File: config.mk
export PLATFORM = sky130hd
export DESIGN_NAME = ddr3_init_sequencer
export DESIGN_NICKNAME = d
export VERILOG_FILES = /design/src/rtl/ddr3_init_pkg.sv /design/src/rtl/ddr3_init_wb_writer.sv /design/src/rtl/ddr3_init_sequencer.sv
export SDC_FILE = /design/constraint.sdc
export NUM_CORES = 1
export LEC_CHECK = 0
export ABC_AREA = 1
export CAP_MARGIN = 20
export CORE_ASPECT_RATIO = 0.6
export CORE_MARGIN = 2
export CORE_UTILIZATION = 53
export CTS_CLUSTER_SIZE = 20
export DETAILED_ROUTE_END_ITERATION = 10
export GPL_ROUTABILITY_DRIVEN = 1
export PLACE_DENSITY = 0.82
export SYNTH_ARGS = -nofsm -noshare
export SYNTH_HDL_FRONTEND = slang
export SYNTH_SLANG_ARGS = --single-unit
File: constraint.sdc
create_clock -name clk -period 2.2 [get_ports clk]
set_input_delay 0.44 -clock clk [delete_from_list [all_inputs] [get_ports clk]]
set_output_delay 0.44 -clock clk [all_outputs]
set_load 0.01 [all_outputs]
File: src/rtl/ddr3_init_pkg.sv
// DDR3 init sequencer shared types and constants.
// DFII register map, command bits and the fixed step table.
package ddr3_init_pkg;

  localparam logic [29:0] DFII_BASE = 30'h2400;

  localparam logic [31:0] MR0_DLLRST = 32'h320;
  localparam logic [31:0] MR0_RUN    = 32'h220;
  localparam logic [31:0] MR1        = 32'h006;
  localparam logic [31:0] MR2        = 32'h200;
  localparam logic [31:0] MR3        = 32'h000;

  localparam logic [2:0] OFS_CTRL  = 3'd0;
  localparam logic [2:0] OFS_CMD   = 3'd1;
  localparam logic [2:0] OFS_ISSUE = 3'd2;
  localparam logic [2:0] OFS_ADDR  = 3'd3;
  localparam logic [2:0] OFS_BADDR = 3'd4;

  localparam logic [31:0] CTRL_SEL     = 32'h01;
  localparam logic [31:0] CTRL_CKE     = 32'h02;
  localparam logic [31:0] CTRL_ODT     = 32'h04;
  localparam logic [31:0] CTRL_RESET_N = 32'h08;

  localparam logic [31:0] CMD_CS  = 32'h01;
  localparam logic [31:0] CMD_WE  = 32'h02;
  localparam logic [31:0] CMD_CAS = 32'h04;
  localparam logic [31:0] CMD_RAS = 32'h08;

  localparam logic [31:0] CMD_MRS =
    CMD_RAS | CMD_CAS | CMD_WE | CMD_CS;
  localparam logic [31:0] CMD_ZQCL =
    CMD_WE | CMD_CS;
  localparam logic [31:0] ISSUE = 32'h01;

  localparam logic [31:0] CTRL_PWR =
    CTRL_RESET_N | CTRL_ODT;
  localparam logic [31:0] CTRL_PWR_CKE =
    CTRL_RESET_N | CTRL_ODT | CTRL_CKE;

  localparam int N_STEPS = 29;

  typedef enum logic [1:0] {
    W_NONE,
    W_CKE,
    W_DLLK,
    W_ZQ
  } wait_e;

  typedef enum logic [2:0] {
    S_IDLE,
    S_WRITE,
    S_WAIT,
    S_DONE,
    S_ERROR
  } state_e;

  // wt is the pause taken after this write is acked
  typedef struct packed {
    logic [2:0]  ofs;
    logic [31:0] dat;
    wait_e       wt;
  } step_t;

  localparam step_t STEP_TABLE [N_STEPS] = '{
    '{OFS_ADDR,  32'h0,        W_NONE},
    '{OFS_BADDR, 32'h0,        W_NONE},
    '{OFS_CTRL,  CTRL_PWR,     W_CKE },
    '{OFS_CTRL,  CTRL_PWR_CKE, W_NONE},
    '{OFS_ADDR,  MR2,          W_NONE},
    '{OFS_BADDR, 32'd2,        W_NONE},
    '{OFS_CMD,   CMD_MRS,      W_NONE},
    '{OFS_ISSUE, ISSUE,        W_NONE},
    '{OFS_ADDR,  MR3,          W_NONE},
    '{OFS_BADDR, 32'd3,        W_NONE},
    '{OFS_CMD,   CMD_MRS,      W_NONE},
    '{OFS_ISSUE, ISSUE,        W_NONE},
    '{OFS_ADDR,  MR1,          W_NONE},
    '{OFS_BADDR, 32'd1,        W_NONE},
    '{OFS_CMD,   CMD_MRS,      W_NONE},
    '{OFS_ISSUE, ISSUE,        W_NONE},
    '{OFS_ADDR,  MR0_DLLRST,   W_NONE},
    '{OFS_BADDR, 32'd0,        W_NONE},
    '{OFS_CMD,   CMD_MRS,      W_NONE},
    '{OFS_ISSUE, ISSUE,        W_NONE},
    '{OFS_ADDR,  MR0_RUN,      W_NONE},
    '{OFS_BADDR, 32'd0,        W_NONE},
    '{OFS_CMD,   CMD_MRS,      W_NONE},
    '{OFS_ISSUE, ISSUE,        W_DLLK},
    '{OFS_ADDR,  32'h400,      W_NONE},
    '{OFS_BADDR, 32'h0,        W_NONE},
    '{OFS_CMD,   CMD_ZQCL,     W_NONE},
    '{OFS_ISSUE, ISSUE,        W_ZQ  },
    '{OFS_CTRL,  CTRL_SEL,     W_NONE}
  };

endpackage

File: src/rtl/ddr3_init_wb_writer.sv
// Single Wishbone write master with ack timeout.
// Holds adr/dat from request until ack or timeout.
module ddr3_init_wb_writer
  import ddr3_init_pkg::*;
#(
  parameter int unsigned ACK_TIMEOUT = 256
) (
  input  logic        clk,
  input  logic        rst_n,
  input  logic        req,
  input  logic [29:0] req_adr,
  input  logic [31:0] req_dat,
  output logic        ok,
  output logic        tmo,
  output logic [29:0] wb_adr,
  output logic [31:0] wb_dat_w,
  output logic [3:0]  wb_sel,
  output logic        wb_cyc,
  output logic        wb_stb,
  output logic        wb_we,
  input  logic        wb_ack
);

  localparam int TW = $clog2(ACK_TIMEOUT) + 1;
  localparam logic [TW-1:0] TLIM =
    TW'(ACK_TIMEOUT - 1);

  logic          cyc;
  logic [29:0]   adr;
  logic [31:0]   dat;
  logic [TW-1:0] cnt;

  assign ok  = cyc & wb_ack;
  assign tmo = cyc & ~wb_ack & (cnt == TLIM);

  assign wb_cyc   = cyc;
  assign wb_stb   = cyc;
  assign wb_we    = cyc;
  assign wb_sel   = {4{cyc}};
  assign wb_adr   = adr;
  assign wb_dat_w = dat;

  // Launch on req, end on ack or after ACK_TIMEOUT silent cycles
  always_ff @(posedge clk or negedge rst_n) begin
    if (!rst_n) begin
      cyc <= 1'b0;
      adr <= '0;
      dat <= '0;
      cnt <= '0;
    end else if (!cyc) begin
      if (req) begin
        cyc <= 1'b1;
        adr <= req_adr;
        dat <= req_dat;
        cnt <= '0;
      end
    end else if (wb_ack || cnt == TLIM) begin
      cyc <= 1'b0;
      cnt <= '0;
    end else begin
      cnt <= cnt + TW'(1);
    end
  end

endmodule

File: src/rtl/ddr3_init_sequencer.sv
// DDR3 power-up sequencer driving the DFII over Wishbone.
// Walks the step table, inserting tCKE/tDLLK/tZQinit pauses.
module ddr3_init_sequencer
  import ddr3_init_pkg::*;
#(
  parameter int unsigned T_CKE       = 50000,
  parameter int unsigned T_DLLK      = 600,
  parameter int unsigned T_ZQINIT    = 600,
  parameter int unsigned ACK_TIMEOUT = 256
) (
  input  logic        clk,
  input  logic        rst_n,
  input  logic        start,
  output logic        busy,
  output logic        done,
  output logic        error,
  output logic [29:0] wb_adr,
  output logic [31:0] wb_dat_w,
  output logic [3:0]  wb_sel,
  output logic        wb_cyc,
  output logic        wb_stb,
  output logic        wb_we,
  input  logic        wb_ack
);

  localparam logic [4:0] LAST = 5'(N_STEPS - 1);

  state_e      state;
  state_e      state_n;
  logic [4:0]  step;
  logic [4:0]  sel_idx;
  logic [19:0] wcnt;
  logic [19:0] wait_len;
  logic        req;
  logic        ok;
  logic        tmo;
  logic [29:0] req_adr;
  logic [31:0] req_dat;

  function automatic logic [19:0] wait_of(wait_e w);
    logic [19:0] r;
    r = '0;
    unique case (1'b1)
      (w == W_CKE):  r = 20'(T_CKE);
      (w == W_DLLK): r = 20'(T_DLLK);
      (w == W_ZQ):   r = 20'(T_ZQINIT);
      default:       r = '0;
    endcase
    return r;
  endfunction

  assign req_adr = DFII_BASE
                 + 30'(STEP_TABLE[sel_idx].ofs);
  assign req_dat = STEP_TABLE[sel_idx].dat;

  assign busy  = (state == S_WRITE)
              || (state == S_WAIT);
  assign done  = (state == S_DONE);
  assign error = (state == S_ERROR);

  ddr3_init_wb_writer #(
    .ACK_TIMEOUT(ACK_TIMEOUT)
  ) u_writer (
    .clk      (clk),
    .rst_n    (rst_n),
    .req      (req),
    .req_adr  (req_adr),
    .req_dat  (req_dat),
    .ok       (ok),
    .tmo      (tmo),
    .wb_adr   (wb_adr),
    .wb_dat_w (wb_dat_w),
    .wb_sel   (wb_sel),
    .wb_cyc   (wb_cyc),
    .wb_stb   (wb_stb),
    .wb_we    (wb_we),
    .wb_ack   (wb_ack)
  );

  // State register
  always_ff @(posedge clk or negedge rst_n) begin
    if (!rst_n) state <= S_IDLE;
    else        state <= state_n;
  end

  // Next state and write request; WAIT always
  // lasts wait_len+1 cycles giving the idle gap
  always_comb begin
    state_n = state;
    req     = 1'b0;
    sel_idx = step;
    unique case (state)
      S_IDLE, S_DONE, S_ERROR: begin
        if (start) begin
          req     = 1'b1;
          sel_idx = '0;
          state_n = S_WRITE;
        end
      end
      S_WRITE: begin
        if (ok)
          state_n = (step == LAST) ? S_DONE
                                   : S_WAIT;
        else if (tmo)
          state_n = S_ERROR;
      end
      S_WAIT: begin
        if (wcnt == wait_len) begin
          req     = 1'b1;
          state_n = S_WRITE;
        end
      end
      default: state_n = S_IDLE;
    endcase
  end

  // Step index and pause counter
  always_ff @(posedge clk or negedge rst_n) begin
    if (!rst_n) begin
      step     <= '0;
      wcnt     <= '0;
      wait_len <= '0;
    end else begin
      unique case (state)
        S_IDLE, S_DONE, S_ERROR: begin
          if (start) begin
            step <= '0;
            wcnt <= '0;
          end
        end
        S_WRITE: begin
          if (ok && step != LAST) begin
            step     <= step + 5'd1;
            wait_len <= wait_of(STEP_TABLE[step].wt);
            wcnt     <= '0;
          end
        end
        S_WAIT: begin
          if (wcnt != wait_len) wcnt <= wcnt + 20'd1;
          else                  wcnt <= '0;
        end
        default: ;
      endcase
    end
  end

endmodule

# Yosys cells after proc, flatten, opt, wreduce, memory -nomap -nowiden

Memory sizes are Yosys's and may differ from the RTL's.
Cells that the tools add are included.

Register bits after elaboration: 120
Memory bits (read-only): 2368
Output and inout bits: 72
Word-level logic and storage cells: 81
Memories: 2

Add/subtract/negate cells: 4
Order comparisons: 2
Eq/ne operators: 16
Muxes and demuxes: 28
Bitwise operators: 7
Reduce and logical (&&, ||, !) cells: 14

Memory list:

| name            | depth | width | read ports | clocked after Yosys merged registers in | wr ports | RTL line                   | source |
|---|---|---|---|---|---|---|---|
| (no name shown) | 32    | 37    | 1          | 0                                       | 0        | ddr3_init_sequencer.sv:134 | `wait_len <= wait_of(STEP_TABLE[step].wt);` |
| (no name shown) | 32    | 37    | 1          | 0                                       | 0        | ddr3_init_sequencer.sv:54  | `assign req_dat = STEP_TABLE[sel_idx].dat;` |

Operator list:

| operator                | number |
|---|---|
| $mux W37                | 2 |
| $mux W20                | 3 |
| $pmux W20 S3            | 1 |
| $pmux W16 S2            | 1 |
| $mux W9                 | 3 |
| $add A20 B1 Y20 const B | 1 |
| $eq A20 B20 Y1          | 1 |
| $ne A20 B20 Y1          | 1 |
| $add A14 B3 Y15 const A | 1 |
| $mux W5                 | 3 |
| $ge A6 B6 Y1 const B    | 2 |
| $mux W3                 | 4 |
| $not A5 Y6              | 2 |
| $pmux W5 S2             | 1 |
| $add A9 B1 Y9 const B   | 1 |
| $eq A9 B8 Y1 const B    | 1 |
| $pmux W3 S3             | 1 |
| $eq A3 B2 Y1 const B    | 2 |
| $mux W1                 | 6 |
| $reduce_and A2 Y1       | 3 |
| $reduce_and A3 Y1       | 2 |
| $add A5 B1 Y5 const B   | 1 |
| $eq A5 B5 Y1 const B    | 1 |
| $ne A5 B5 Y1 const B    | 1 |
| other kinds (18)        | 26 |

# Depth between registers and ports, before layout

Gate-level depths: netlist of the first run.

Depth after elaboration: 8
Mapped depth: 16
Mapped depth without buffers: 16

# Hierarchy

From an unflattened synthesis of the first run, not the netlist that was laid out.

Cell total of the unflattened synthesis: 588
Area total of the unflattened synthesis: 5680.4 um2

By module, submodules not included:

| module              | times used | cells each | area each (um2) | sequential area each (um2) |
|---|---|---|---|---|
| ddr3_init_wb_writer | 1          | 203        | 3163.0          | 1801.7 |
| ddr3_init_sequencer | 1          | 385        | 2517.4          | 775.7 |

# Least setup slack after synthesis of the first run

Ideal clock, no wire load.

Path type: register to register
From: reg state[1]
To: reg u_writer.dat[1], in the netlist u_writer.wb_dat_w[1]
Setup time: 0.065 ns
Arrival: 1.883 ns
Setup slack: 0.252 ns
Stages on the path, launching flop included: 17
Clock period less this slack: 1.948 ns
Cell sequence: dfrtp_1 nor2_1 inv_1 nand2_2 nand2_4 nand2_1 inv_1 ha_1 nor2_1 nand3_1 nand2_1 inv_1 nand2_1 nand2_1 nand2_1 nand2_1 nand2_1

Word-level cells in the longest chain between the ends: 7

Ends and longest elaborated chain:

| what                                 | RTL line                  | source |
|---|---|---|
| from (decl)                          | ddr3_init_sequencer.sv:28 | `state_e state;` |
| from (signal assigned)               | ddr3_init_sequencer.sv:83 | `else state <= state_n;` |
| $eq A3 B2 Y1 (tied with other cells) | ddr3_init_sequencer.sv:92 | `unique case (state)` |
| $reduce_or A3 Y1                     | ddr3_init_sequencer.sv:92 |  |
| $mux W5                              | ddr3_init_sequencer.sv:92 |  |
| $not A5 Y6 (implied by the code)     | ddr3_init_sequencer.sv:54 |  |
| $mem_v2 Z32 W37                      | n/a                       |  |
| $mux W37 (2 in series)               | n/a                       |  |
| to (decl)                            | ddr3_init_wb_writer.sv:30 | `logic [31:0] dat;` |

Several ways; a longest one is shown, not always the timed one. The select of a mux whose other input is x is not followed.
A chain may end at the register's enable or synchronous reset.

# Final worst setup path of the first run

From: reg state[2]
To: reg u_writer.dat[1], in the netlist u_writer.wb_dat_w[1]

The elaborated chain is that of the path after synthesis.

==> results of run 1 <==
-- area by class of cell --
| class | instances | area (sq um) |
|---|---|---|
| fill | 638 | 2940 |
| multi-input combinational | 407 | 2050 |
| sequential | 53 | 1330 |
| timing repair buffer | 38 | 350 |
| inverter | 55 | 211 |
| clock buffer | 5 | 125 |
| tap | 91 | 114 |
| clock inverter | 3 | 65.1 |
-- cell usage in the layout (no fill, tap or decap), types with 4 or more instances in the layout --
master and count:
ha_1 15, nand3_1 35, inv_2 4, buf_4 12, nand2_2 5, clkdlybuf4s50_1 23, xor2_1 13, dfrtp_1 52
conb_1 49, a21oi_1 9, o22ai_1 9, nor2_1 53, o21ai_0 22, clkbuf_16 5, nor2_2 6, nand2_1 148
nand4_1 5, inv_1 50, nor3_1 5
-- final timing paths --
check                                           from                    to  slack, ps  cells past startpoint
worst min-delay path                           rst_n              wcnt[15]        260                      2
min in group clk                u_writer.wb_dat_w[1]  u_writer.wb_dat_w[1]        490                      2
max in group asynchronous                      rst_n              state[1]       1440                      2
worst max register to register              state[2]  u_writer.wb_dat_w[1]        180                     16
worst max-delay path                        state[2]  u_writer.wb_dat_w[1]        180                     16
worst min register to register  u_writer.wb_dat_w[1]  u_writer.wb_dat_w[1]        490                      2
-- critical path: stages (launching register included) --
cell and delay [ps]:
dfrtp_1 440, inv_1 120, nand3_1 120, nand2_2 160, nand2_4 80, nand2_1 90, inv_1 70, ha_1 330
nor2_1 120, nand3_1 80, nand2_1 70, inv_1 40, nand2_1 50, nand2_1 40, nand2_1 50, nand2_1 50
nand2_1 60
-- per-layer routing --
layer / GRT usage / vias to the layer above
li1: - / 1644
met1: 0.358 / 1540
met2: 0.308 / 175
met3: 0.0503 / 13
met4: 0.0515 / 0
met5: 0 / -
-- state kept, by name, summed over array words and instances (netlist names) --
signal and count:
step 5, wait_len 3, state 3, u_writer.wb_dat_w 8
u_writer.wb_cyc 1, u_writer.cnt 9, wcnt 20, u_writer.wb_adr 4
-- kinds of logic after synthesis --
kind of cell	count (synthesis)	synth area share
DFF	53	0.342
adders and majority gates	15	0.0484
and+or+nand+nor	274	0.312
AOI/OAI and AO/OA	54	0.0833
buffers and inverters	118	0.179
xor gates and xnor gates	15	0.0339
other	1	0.000967
-- metrics by stage --
step	hold WS [ps]	total power [mW]	util	setup WS, ps	cells
6_report	265	3.98	0.591	177	652
5_1_grt	342	4.27	0.591	-2.78	652
4_1_cts	302	3.97	0.588	19.7	651
3_5_place_dp	465	2.94	0.561	38.2	643
3_3_place_gp	463	2.87	0.561	99.8	643
2_1_floorplan	144	2.50	-	252	578
-- repair_timing --
action | CTS | global route
hold buffers | 0 | 0
pin swaps | 0 | 1
buffers inserted | 0 | 1
endpoints found under the setup margin | 1 | 9
resized for setup | 1 | 6
cloned | 0 | 0
-- power groups by stage --
stage                     sequential [mW]  clock [mW]  combinational, mW
final                                1.25        1.02               1.72
after global routing                 1.27        1.09               1.91
after CTS                            1.25        1.04               1.69
after detailed placement             1.26           0               1.68
after global placement               1.25           0               1.62
after floorplan                      1.25           0               1.25
==> key figures, run 1 <==
Power
  • Internal power component: 2.39 mW
  • Switching part of the total: 0.400
  • Sequential share of power: 0.313
  • Comb power frac: 0.432
  • Maximum vdd drop: 0.000534 V
  • Power Dens Cells: 940 mW/mm^2
  • Leak pwr: 2.16 nW
  • Clock group share of total power: 0.255
  • Sw power: 1.59 mW

Logic synthesis
  • Unique masters post-synth: 40
  • Async SR Flop Fraction: 1.00
  • Yosys top cell area share: 0.342
  • Seq/Total Area, Yosys: 0.342
  • Post-Syn Instances: 530
  • Yosys warns: 0
  • Count leader, synth: nand2_1
  • Top post-synthesis cells by count: nand2_1 (148), buf_4 (56), nor2_1 (54)
  • Mapped Avg Cell Area: 7.31 sq um
  • Yosys reg bits: 53
  • Syn Std Cell Area: 0.00388 sq mm
  • Top FF cell, synth: dfrtp_1
  • Leading post-synthesis cells by cell area: dfrtp_1 (34%), nand2_1 (14%), buf_4 (11%)
  • Post-synth EDFFs: 0
  • Cell taking the most area after synthesis: dfrtp_1

Setup path
  • CP Launch Type: flip-flop
  • Crit Path Max Fanout: 4
  • WS Path Type: reg2reg
  • Crit end category: flip-flop
  • WP data arrival: 2260 ps
  • Critical Path RT: 2440 ps

Clock network
  • Total clock sinks: 53
  • Clk_lat worst skew: 290 ps
  • Max Root-Sink Buffers: 2
  • Clock slew at reported path FFs: 70 ps
  • Clock Root Buffer: clkbuf_16
  • CTS tree: yes
  • H-tree levels: 2
  • CTS buffer count: 5

Floorplanning
  • Core Footprint: 0.00718 sq mm
  • I/O pins: 76
  • Die width: 114 um
  • Die footprint: 0.00804 sq mm
  • Initial Util: 0.540
  • Die H: 70.2 um
  • Num rows: 24

Drt
  • DR top layer: met4
  • Drt initial violations: 310
  • WL/cell: 13.3 um
  • Vias/cell: 5.17
  • Metal3 WL: 802 um
  • Met2 routed WL: 3.64 mm
  • Final ANT Viol Nets: 0
  • Vias after detailed routing: 3,372
  • Wl on met1: 4.12 mm
  • Routed wire length: 8.65 mm
  • First-pass iteration count of the detailed router: 5
  • DRC errors left: 0

Timing
  • Final TNS setup: 0 ps
  • Worst slew pin tran: 685 ps
  • Final slew viol count: 0
  • Hold Violations, Final: 0
  • Period Utilization, post-route: 0.920
  • Post-layout min period: 2020 ps
  • Worst Skew: 6.80 ps
  • Slew margin rel.: 0.543
  • F_max: 0.494 GHz
  • Final Setup Violations: 0

Layout
  • Post-route cell area: 0.00424 sq mm
  • P&R area growth vs syn: 9.36%
  • Share of post-route cells with drive strength above 1: 0.0927
  • Final nets: 579
  • # diodes: 0

Global route
  • Vias in the first global route: 2,911
  • Global route total overflow: 0
  • Overall global routing resource usage: 0.226
  • Initial antenna violation count: 0
  • Largest net degree at the start of global routing: 54
  • First-pass GRT wire length: 14.5 mm

Run
  • MaxCap Viol Count: 0

Place
  • RD Place Congestion: 1.01
  • DP Area: 0.00403 sq mm
  • # port buffers: 26
  • Post-DP HPWL: 6.60 mm

Outcome
  • Status: completed

Min path
  • Min-delay worst type: in2async
Note: power is estimated with default switching activity, not from simulation.
==> run 2, diff against run 1 <==
- GPL_TIMING_DRIVEN: default -> 1
==> results of run 2 <==
No change in the layout: final DEF, timing and power equal those of run 1.
==> run 3, diff against run 2 <==
- CORE_MARGIN: 2 -> 5
==> run 3 against run 2 <==
Net effect: hold slack worse by 150 ps; die area is 14% higher; routed wire length is 3.7% higher; core utilization is 0.26 points higher; design area is 0.44% higher; critical endpoint is now error; first-iteration DRC count is 10% lower; register-to-register slack hardly changed; clock power is 9% lower; sequential power hardly changed.
==> key figures, run 3 (same netlist as run 1, synthesis figures left out) <==
Outcome
  • Status: completed

Global route
  • First-pass GRT wire length: 15.0 mm
  • Global route total overflow: 0
  • Largest net degree at the start of global routing: 33
  • Vias in the first global route: 3,045
  • Overall global routing resource usage: 0.200
  • Initial antenna violation count: 0

Layout
  • Final nets: 581
  • Commonest cells after routing, fill and taps aside: nand2_1 (147), nor2_1 (52), dfrtp_1 (51)
  • # diodes: 0
  • P&R area growth vs syn: 9.84%
  • Top reg by flops: wcnt
  • Commonest non-fill, non-tap cell in the layout: nand2_1
  • Max reg flops: 20
  • # fillers: 634
  • Share of post-route cells with drive strength above 1: 0.105

Min path
  • Min-delay worst type: in2async

Floorplanning
  • I/O pins: 76
  • Core Footprint: 0.00718 sq mm
  • Die width: 120 um
  • Initial Util: 0.540
  • Num rows: 24
  • Die H: 76.2 um
  • Die footprint: 0.00918 sq mm

Clock network
  • CTS buffer count: 5
  • H-tree levels: 2
  • Clock slew at reported path FFs: 70 ps
  • Hold Buf Count CTS: 0
  • CTS tree: yes
  • Max Root-Sink Buffers: 2
  • Clock Root Buffer: clkbuf_16
  • Clk_lat worst skew: 290 ps
  • Total clock sinks: 53

Timing
  • Final TNS setup: 0 ps
  • RSZ-0062 raised after global routing: false
  • Slew margin rel.: 0.648
  • Worst slew pin tran: 522 ps
  • Post-layout min period: 2130 ps
  • Final hold slack: 113 ps
  • Final Setup Violations: 0
  • F_max: 0.469 GHz
  • Hold Violations, Final: 0
  • Final slew viol count: 0
  • Final WS setup: 68.4 ps
  • Period Utilization, post-route: 0.969
  • Worst Skew: 6.69 ps

Setup path
  • Crit end category: primary output
  • WS Path Type: reg2out
  • Crit Path Max Fanout: 5
  • Critical Path RT: 1760 ps
  • CP Launch Type: flip-flop
  • WP data arrival: 1690 ps

Run
  • MaxCap Viol Count: 0

Drt
  • Vias/cell: 5.16
  • First-pass iteration count of the detailed router: 5
  • Final ANT Viol Nets: 0
  • WL/cell: 13.7 um
  • Vias after detailed routing: 3,373
  • Drt initial violations: 279
  • Routed wire length: 8.97 mm
  • DRC errors left: 0

Place
  • Post-DP HPWL: 6.88 mm
  • # port buffers: 26
  • Pre-CTS setup slack: 64.1 ps
  • RD Place Congestion: 0.964

Power
  • Leak pwr: 2.14 nW
  • Maximum vdd drop: 0.000665 V
  • Power Dens Cells: 928 mW/mm^2
run 3: worst max-delay path, cell delays in order (launching register included):
cell and delay [ps]:
dfrtp_2 460, nor2_2 170, inv_1 80, nor2_1 120, clkdlybuf4s50_1 570
run 3: final timing paths:
path	endpoint	slack [ps]	cells after the start	start
max	error	70	4	state[1]
min	u_writer.cnt[5]	110	1	rst_n
max reg2reg	wcnt[4]	170	12	step[0]
min reg2reg	u_writer.wb_dat_w[5]	480	2	u_writer.wb_dat_w[5]
max in group asynchronous	wcnt[9]	1520	2	rst_n
min in group clk	u_writer.wb_dat_w[5]	480	2	u_writer.wb_dat_w[5]
run 3: repair_timing:
| action | in CTS | in global routing |
|---|---|---|
| hold endpoints to repair | 0 | 0 |
| resized for setup | 0 | 14 |
| setup buffers | 0 | 2 |
| setup endpoints to repair | 0 | 12 |
run 3: area by class of cell:
cell class | count | area [sq um] | area share
Multi-Input combinational cell | 407 | 2050 | 0.482
Sequential cell | 53 | 1330 | 0.312
Timing Repair Buffer | 40 | 375 | 0.0882
Inverter | 55 | 214 | 0.0502
Clock buffer | 7 | 143 | 0.0335
Tap cell | 91 | 114 | 0.0267
Clock inverter | 1 | 30.0 | 0.00705
run 3: power by group:
group | switching, mW | leakage [nW] | internal (mW)
clock | 0.357 | 0.0841 | 0.569
combinational | 1.11 | 1.34 | 0.663
sequential | 0.147 | 0.714 | 1.10
run 3: through the flow:
stage                     total power [mW]  instances  area, sq um   util
final                                 3.95        654         4260  0.593
after global routing                  4.22        654         4260  0.593
after CTS                             3.89        652         4220  0.588
after detailed placement              2.94        644         4050  0.564
after global placement                2.88        644         4050  0.564
after floorplan                       2.50        578         4060      -
run 3: per-layer routing:
layer | track usage | part of all wire | vias to the layer above
met1 | 0.297 | 0.47 | 1545
met3 | 0.0564 | 0.11 | 9
met5 | 0 | 0 | -
met2 | 0.291 | 0.42 | 173
li1 | - | - | 1646
met4 | 0.0373 | 0.0075 | 0
